===== config.mk =====
export PLATFORM = sky130hd
export DESIGN_NAME = computer_player
export DESIGN_NICKNAME = d
export VERILOG_FILES = /design/src/rtl/computer_player_pkg.sv /design/src/rtl/lfsr10.sv /design/src/rtl/computer_player.sv
export SDC_FILE = /design/constraint.sdc
export NUM_CORES = 1
export LEC_CHECK = 0
export ABC_CLOCK_PERIOD_IN_PS = 2100
export BUFFER_PORTS_ARGS = -buffer_cell sky130_fd_sc_hd__buf_4
export CORE_MARGIN = 8
export CORE_UTILIZATION = 27
export CTS_CLUSTER_DIAMETER = 80
export DETAILED_ROUTE_END_ITERATION = 16
export PLACE_DENSITY_LB_ADDON = 0.1
export SKIP_LAST_GASP = 1
export SYNTH_ARGS = -nofsm -noshare
export SYNTH_HDL_FRONTEND = slang
export SYNTH_SLANG_ARGS = --single-unit

===== constraint.sdc =====
create_clock -name clk -period 2.1 [get_ports clk]
set_input_delay 0.105 -clock clk [delete_from_list [all_inputs] [get_ports clk]]
set_output_delay 0.105 -clock clk [all_outputs]
set_load 0.005 [all_outputs]

===== src/rtl/computer_player_pkg.sv =====
// Shared definitions for the computer opponent: FSM state encoding and the
// constants of the 10-bit decision LFSR (x^10 + x^7 + 1, Fibonacci form).
package computer_player_pkg;

  typedef enum logic [1:0] {
    StIdle    = 2'd0,
    StWait    = 2'd1,
    StHold    = 2'd2,
    StRelease = 2'd3
  } state_e;

  localparam int unsigned LfsrW = 10;
  // Tap bit indices for the x^10 and x^7 terms.
  localparam int unsigned LfsrTapA = 9;
  localparam int unsigned LfsrTapB = 6;
  localparam logic [LfsrW-1:0] LfsrSeed = 10'h001;

endpackage


===== src/rtl/lfsr10.sv =====
// 10-bit Fibonacci LFSR (x^10 + x^7 + 1) used as the press-decision random source.
// Ports:
//   clk     - system clock, rising edge
//   reset   - asynchronous active-low reset, loads the seed
//   advance - shift one step on this cycle's edge
//   value   - current LFSR state (never zero, since the seed is non-zero)
module lfsr10
  import computer_player_pkg::*;
(
  input  logic             clk,
  input  logic             reset,
  input  logic             advance,
  output logic [LfsrW-1:0] value
);

  logic             feedback;
  logic [LfsrW-1:0] value_d;

  always_comb begin
    feedback = value[LfsrTapA] ^ value[LfsrTapB];
    value_d  = advance ? {value[LfsrW-2:0], feedback} : value;
  end

  always_ff @(posedge clk or negedge reset) begin
    if (!reset) begin
      value <= LfsrSeed;
    end else begin
      value <= value_d;
    end
  end

endmodule


===== src/rtl/computer_player.sv =====
// Computer opponent: at every decision tick it may press a virtual button, with
// the press probability set by the difficulty switches. A press is held for
// HOLD_CYC cycles and always followed by HOLD_CYC cycles of release, so each
// press gives a distinct edge downstream.
// Ports:
//   clk        - system clock, rising edge
//   reset      - asynchronous active-low reset
//   enable     - opponent active (level)
//   game_over  - game finished, stops new presses (level)
//   difficulty - press-probability threshold
//   press      - registered virtual button level, high only while holding
//   presses    - saturating count of completed (or aborted) presses
module computer_player
  import computer_player_pkg::*;
#(
  parameter int unsigned TICK_DIV = 25_000_000,
  parameter int unsigned HOLD_CYC = 2_500_000
) (
  input  logic       clk,
  input  logic       reset,
  input  logic       enable,
  input  logic       game_over,
  input  logic [8:0] difficulty,
  output logic       press,
  output logic [7:0] presses
);

  localparam int unsigned PreW = (TICK_DIV > 1) ? $clog2(TICK_DIV) : 1;
  localparam int unsigned CntW = (HOLD_CYC > 1) ? $clog2(HOLD_CYC) : 1;
  localparam logic [PreW-1:0] PreLast = PreW'(TICK_DIV - 1);
  localparam logic [CntW-1:0] CntLast = CntW'(HOLD_CYC - 1);

  logic [PreW-1:0]  pre_q, pre_d;
  logic             tick;
  logic [LfsrW-1:0] lfsr;
  logic             hit;
  logic             active;
  state_e           state_q, state_d;
  logic [CntW-1:0]  cnt_q, cnt_d;
  logic             press_q, press_d;
  logic [7:0]       presses_q, presses_d;
  logic             press_done;

  // Prescaler: free-running in every state.
  always_comb begin
    tick  = (pre_q == PreLast);
    pre_d = tick ? '0 : pre_q + PreW'(1);
  end

  lfsr10 u_lfsr (
    .clk    (clk),
    .reset  (reset),
    .advance(tick),
    .value  (lfsr)
  );

  // Decision uses the pre-advance LFSR value; all-ones and zero are forced
  // because the compare alone cannot reach "always".
  always_comb begin
    if (difficulty == 9'h1FF) begin
      hit = 1'b1;
    end else if (difficulty == 9'h000) begin
      hit = 1'b0;
    end else begin
      hit = (lfsr[9:1] < difficulty);
    end
  end

  assign active = enable && !game_over;

  always_comb begin
    state_d    = state_q;
    press_done = 1'b0;
    unique case (state_q)
      StIdle: begin
        if (active) state_d = StWait;
      end
      StWait: begin
        if (!active) begin
          state_d = StIdle;
        end else if (tick && hit) begin
          state_d = StHold;
        end
      end
      StHold: begin
        // An abort still counts as a press and still goes through release.
        if (!active || (cnt_q == CntLast)) begin
          state_d    = StRelease;
          press_done = 1'b1;
        end
      end
      StRelease: begin
        if (cnt_q == CntLast) state_d = active ? StWait : StIdle;
      end
      default: state_d = StIdle;
    endcase
  end

  // Shared hold/release counter, cleared on every state change.
  always_comb begin
    if (state_d != state_q) begin
      cnt_d = '0;
    end else if ((state_q == StHold) || (state_q == StRelease)) begin
      cnt_d = cnt_q + CntW'(1);
    end else begin
      cnt_d = '0;
    end
  end

  always_comb begin
    press_d   = (state_d == StHold);
    presses_d = presses_q;
    if (press_done && (presses_q != 8'hFF)) presses_d = presses_q + 8'd1;
  end

  always_ff @(posedge clk or negedge reset) begin
    if (!reset) begin
      pre_q     <= '0;
      state_q   <= StIdle;
      cnt_q     <= '0;
      press_q   <= 1'b0;
      presses_q <= 8'h00;
    end else begin
      pre_q     <= pre_d;
      state_q   <= state_d;
      cnt_q     <= cnt_d;
      press_q   <= press_d;
      presses_q <= presses_d;
    end
  end

  assign press   = press_q;
  assign presses = presses_q;

endmodule


==> results of run 1 <==
==> worst reg2reg max path: cells and delay by family (launching register included) <==
kind	cells	cell delay, ns
and+or+nand+nor	3	0.81
DFF	1	0.44
muxes	1	0.35
AOI/OAI and AO/OA	1	0.29
==> stage by stage <==
stage	hold WS, ns	TNS, ns	cell area, sq um	power, uW
final	0.2050	0	4388	3119
after global routing	0.2655	-0.02391	4388	3296
after CTS	0.1996	0	4380	3178
after detailed placement	0.1232	0	4106	1760
after global placement	0.1286	0	4106	1756
after floorplan	-0.1906	0	3601	1626
==> flip-flops by register name (all words and copies together) (netlist names) <==
name          count
cnt_q            22
pre_q            25
press             1
presses           8
state_q           2
u_lfsr.value     10
==> cell usage after synthesis <==
cell       n
dfrtp_1   67
nor2_1    46
nand2_1   22
nand3_1   22
xnor2_1   22
xor2_1    22
nand4_1   17
inv_1     16
nor3_1    13
ha_1      11
nor4_1     9
and3_1     7
mux2_2     7
a21oi_1    6
and4_1     6
clkbuf_1   6
nor4b_1    5
a211o_1    4
mux2i_1    4
nand2b_1   4
nor2b_1    4
nor4bb_1   4
o21a_1     4
o21ai_0    4
a31oi_1    3
mux2_4     3
a41o_1     2
buf_6      2
nor4_4     2
o211ai_1   2
or4_1      2
a22o_1     1
and2_1     1
dfstp_2    1
o31ai_1    1
or2_2      1
or3_1      1
or3_4      1
or4b_1     1
==> area by class of cell <==
| class | count | area, sq um |
|---|---|---|
| repair buffers | 40 | 340.3 |
| multi-input cells | 264 | 1800 |
| clock inverters | 2 | 10.01 |
| well taps | 176 | 220.2 |
| inverters | 16 | 60.06 |
| fillers | 1368 | 8750 |
| flip-flops and latches | 68 | 1703 |
| clock buffers | 14 | 254.0 |
==> repair_timing <==
action / CTS / global route
endpoints found under the hold margin: 34 / 0
setup endpoints to repair: 0 / 9
buffers inserted: 0 / 0
hold buffers: 1 / 0
gates resized for setup: 0 / 2
==> layer usage <==
layer  track usage  vias to the layer above  wire, um
li1              -                     1355         -
met2        0.1547                       35      3562
met5             0                        -         0
met3       0.02934                       14       288
met1        0.1349                     1302      4131
met4       0.05361                        0       184
==> cell families after synthesis <==
kind of cell               synth area share
muxes                               0.04552
DFF                                  0.4729
and+or+nand+nor                      0.2557
AOI/OAI and AO/OA                   0.05143
adders and majority gates           0.03822
xor gates and xnor gates             0.1070
buffers and inverters               0.02919
==> power groups by stage <==
stage	clock network (uW)	registers, uW	logic (uW)
3_5_place_dp	0	1500	257
5_1_grt	1500	1500	302
6_report	1380	1480	255
4_1_cts	1440	1480	261
3_3_place_gp	0	1500	256
2_1_floorplan	0	1480	151
==> final timing paths <==
check                      depth (start not counted)       from          to
max                                                5   cnt_q[6]  presses[1]
min                                                4  game_over       press
max reg2reg                                        5   cnt_q[6]  presses[1]
min reg2reg                                        1  pre_q[22]   pre_q[22]
max in group asynchronous                          3      reset    cnt_q[3]
min in group asynchronous                          2      reset  presses[6]
==> flow_metrics.env, run 1 <==
export IMPL_crit_arrival_ns=2.22
export IMPL_worst_slew_pin_slew_ns=0.5156
export IMPL_cts_buffers=9
export IMPL_cts_buffer_depth=2
export IMPL_synth_seq_cells=68
export IMPL_cellLeakagePower_uw=0.001927
export IMPL_firstDrtPassIters=4
export IMPL_worst_skew_pair_late_latency_ns=0.34
export IMPL_netlist_area_sq_um=3601
export IMPL_maxSlewHeadroom=0.6562
export IMPL_cap_violations=0
export IMPL_yosysTopAreaCell="dfrtp_1"
export IMPL_vias=2706
export IMPL_dieHeight_um=131.5
export IMPL_p_int_uw=2334
export IMPL_grt_usage=0.1041
export IMPL_avgViaCountPerCell=4.666
export IMPL_crit_path_start_kind="register"
export IMPL_tritoncts="yes"
export IMPL_cts_root_buf="clkbuf_16"
export IMPL_path_class="reg -> reg"
export IMPL_layout_common_cells="67 x dfrtp_1, 46 x nor2_1, 36 x buf_4"
export IMPL_die_w_um=131.5
export IMPL_postRouteAntennaNets=0
export IMPL_fin_nets=423
export IMPL_p_sw_frac=0.2516
export IMPL_row_count=42
export IMPL_route_detailed_drc=0
export IMPL_fp_coreArea_sq_um=13140
export IMPL_final_cells=580
export IMPL_grt_max_degree=38
export IMPL_status="finished, final reports clean"
export IMPL_vdd_drop_max_uv=367.2
export IMPL_hpwl_um=5762
export IMPL_p_sw_uw=784.8
export IMPL_initial_utilization=0.2741
export IMPL_totalWireLength_um=8166
export IMPL_pin_count=22
export IMPL_timing_final_ws_setup_ns=0.1070
export IMPL_hold_class="in -> reg"
export IMPL_yosys_warnings=0
export IMPL_synthDistinctLibCells=39
export IMPL_layout_commonest_cell="dfrtp_1"
export IMPL_grt_pass1_wl_um=14610
export IMPL_grt_overflow_total=0
export IMPL_routabilityCongestion=0.7443
export IMPL_dieArea_sq_um=17290
export IMPL_synth_area_per_cell_sq_um=10.12
export IMPL_crit_slowest_cell="dfrtp_1"
export IMPL_max_stage_delay_ns=0.44
export IMPL_dr_first_iter_drc_count=141
export IMPL_clock_power_share=0.444
export IMPL_n_antenna_cell=0
export IMPL_critical_path_max_fanout=7
export IMPL_clkSinkCount=68
export IMPL_placed_cells=563
export IMPL_grt_pass1_vias=2789
export IMPL_rsz0062_at_grt="yes"
export IMPL_antenna_found_initial=0
export IMPL_synth_top_cell_area_share=0.4656
export IMPL_pwr_share_comb=0.082
export IMPL_crit_path_end_kind="register"
export IMPL_wl_per_cell_um=14.08
export IMPL_fin_worst_skew_ns=0.006640
export IMPL_netlist_top_cells_area="dfrtp_1 47%, xnor2_1 5.4%, xor2_1 5.4%"
export IMPL_post_route_period_util=0.9490
export IMPL_hold_viol=0
export IMPL_place_ws_ns=0.04121
export IMPL_drv_slew=0
export IMPL_worstPathRequired_ns=2.33
export IMPL_areaGrowthSynthToFinish_pct=21.86
export IMPL_max_clock_freq_mhz=501.8
export IMPL_p_per_area_nw_per_um2=710.8
export IMPL_path_buf_inv=0
export IMPL_utilization=0.3340
export IMPL_crit_family="simple AND/OR/NAND/NOR gates"
export IMPL_synth_nets=380
export IMPL_cts_htree_levels=3
export IMPL_synth_cells=356
export IMPL_portBuffers=21
export IMPL_layout_drive_gt1_share=0.1683
export IMPL_cp_cell_sequence="nor4b_1, nand3_1, o21a_1, nor3_2, mux2_2"
export IMPL_final_min_clock_period_ns=1.993
export IMPL_setup_viol=0
export IMPL_clk_pin_slew_ns=0.06
export IMPL_rrSetupSlack_ns=0.11
export IMPL_ys_seq_area_frac=0.4729
export IMPL_pwr_share_seq=0.475
No activity file was read; power rests on OpenSTA's default activity.
==> run 2, diff against run 1 <==
- CORE_UTILIZATION: 27 -> 50
- TNS_END_PERCENT: unset -> 5
==> flow_metrics.env, run 2 (same netlist as run 1, synthesis figures left out) <==
export IMPL_path_class="reg -> reg"
export IMPL_drv_slew=0
export IMPL_cts_buffer_depth=2
export IMPL_clkSinkCount=68
export IMPL_pin_count=22
export IMPL_timing_final_ws_setup_ns=0.09772
export IMPL_row_count=31
export IMPL_grt_usage=0.1583
export IMPL_status="finished, final reports clean"
export IMPL_setup_viol=0
export IMPL_vdd_drop_max_uv=445.4
export IMPL_fin_worst_skew_ns=0.01357
export IMPL_routabilityCongestion=0.7824
export IMPL_grt_pass1_wl_um=12770
export IMPL_worst_skew_pair_late_latency_ns=0.35
export IMPL_antenna_found_initial=0
export IMPL_critical_path_max_fanout=6
export IMPL_layout_commonest_cell="dfrtp_1"
export IMPL_hold_viol=0
export IMPL_grt_overflow_total=0
export IMPL_cellLeakagePower_uw=0.001881
export IMPL_crit_path_start_kind="register"
export IMPL_portBuffers=21
export IMPL_maxSlewHeadroom=0.6161
export IMPL_rsz0062_at_grt="yes"
export IMPL_die_w_um=100.9
export IMPL_worstPathRequired_ns=2.37
export IMPL_final_min_clock_period_ns=2.002
export IMPL_crit_path_end_kind="register"
export IMPL_hold_class="in -> reg"
export IMPL_grt_max_degree=45
export IMPL_dieHeight_um=100.9
export IMPL_layout_common_cells="67 x dfrtp_1, 46 x nor2_1, 33 x buf_4"
export IMPL_largest_registers="pre_q: 25 flops, cnt_q: 22 flops, u_lfsr.value: 10 flops"
export IMPL_max_clock_freq_mhz=499.4
export IMPL_place_ws_ns=0.08315
export IMPL_cts_buffers=9
export IMPL_tritoncts="yes"
export IMPL_vias=2705
export IMPL_wl_per_cell_um=14.55
export IMPL_worst_slew_pin_slew_ns=0.5759
export IMPL_top_register="pre_q"
export IMPL_fp_coreArea_sq_um=7098
export IMPL_totalWireLength_um=7277
export IMPL_n_antenna_cell=0
export IMPL_p_per_area_nw_per_um2=667.7
export IMPL_firstDrtPassIters=4
export IMPL_initial_utilization=0.5073
export IMPL_utilization=0.5967
export IMPL_cts_root_buf="clkbuf_8"
export IMPL_areaGrowthSynthToFinish_pct=17.62
export IMPL_crit_arrival_ns=2.27
export IMPL_dr_first_iter_drc_count=103
export IMPL_layout_drive_gt1_share=0.1845
export IMPL_clk_pin_slew_ns=0.07
export IMPL_hpwl_um=5143
export IMPL_cap_violations=0
export IMPL_fin_nets=420
export IMPL_largest_reg_flops=25
export IMPL_avgViaCountPerCell=5.410
export IMPL_postRouteAntennaNets=0
export IMPL_route_detailed_drc=0
export IMPL_grt_pass1_vias=2769
export IMPL_post_route_period_util=0.9535
export IMPL_cts_htree_levels=3
export IMPL_dieArea_sq_um=10170
## run 2: power by group
part / total (uW) / switching, uW / internal [uW]
combinational: 260 / 135 / 125
sequential: 1470 / 90.3 / 1380
clock: 1100 / 519 / 578
total: 2830 / 744 / 2080
## run 2: critical path, stage by stage (launching register included)
cell and delay (ns):
dfrtp_1 0.39, ha_2 0.23, and4_1 0.27, nand3_1 0.15, o21a_1 0.24, buf_4 0.17, nor4_2 0.32, xor2_1 0.16
## run 2: what timing repair did
action,4_1_cts,5_1_grt
endpoints found under the setup margin,0,7
hold endpoints to repair,42,0
setup buffers,0,0
hold buffers,1,0
resized for setup,0,7
## run 2: worst paths after layout
check | startpoint | endpoint | slack [ns] | cells after the start
min in group asynchronous | reset | cnt_q[18] | 0.31 | 2
min | game_over | press | 0.19 | 4
min reg2reg | pre_q[22] | pre_q[22] | 0.48 | 1
max reg2reg | cnt_q[0] | presses[5] | 0.1 | 7
max in group asynchronous | reset | cnt_q[4] | 1.25 | 3
max | cnt_q[0] | presses[5] | 0.1 | 7
## run 2: per-stage QoR
step / power [uW] / instances / area (sq um) / TNS [ns] / hold slack, ns
global placement: 1747 / 483 / 3988 / 0 / 0.1432
finish: 2828 / 500 / 4235 / 0 / 0.1902
detailed placement: 1754 / 483 / 3988 / 0 / 0.1474
floorplan: 1626 / 356 / 3601 / 0 / -0.1906
CTS: 2854 / 500 / 4199 / 0 / 0.1800
global route: 2969 / 500 / 4235 / -0.09238 / 0.2185
## run 2: final cells by class
| cell class | instances | area, sq um |
|---|---|---|
| Inverter | 16 | 60.06 |
| Timing Repair Buffer | 37 | 317.8 |
| Multi-Input combinational cell | 264 | 1829 |
| Tap cell | 99 | 123.9 |
| Fill cell | 595 | 2863 |
| Sequential cell | 68 | 1703 |
| Clock buffer | 10 | 137.6 |
| Clock inverter | 6 | 63.81 |
## run 2: layer usage
| metal | GRT usage | up-vias | part of all wire |
|---|---|---|---|
| li1 | - | 1346 | - |
| met1 | 0.2021 | 1313 | 0.48 |
| met2 | 0.2486 | 41 | 0.47 |
| met3 | 0.02970 | 5 | 0.043 |
| met4 | 0.08256 | 0 | 0.0081 |
| met5 | 0 | - | 0 |
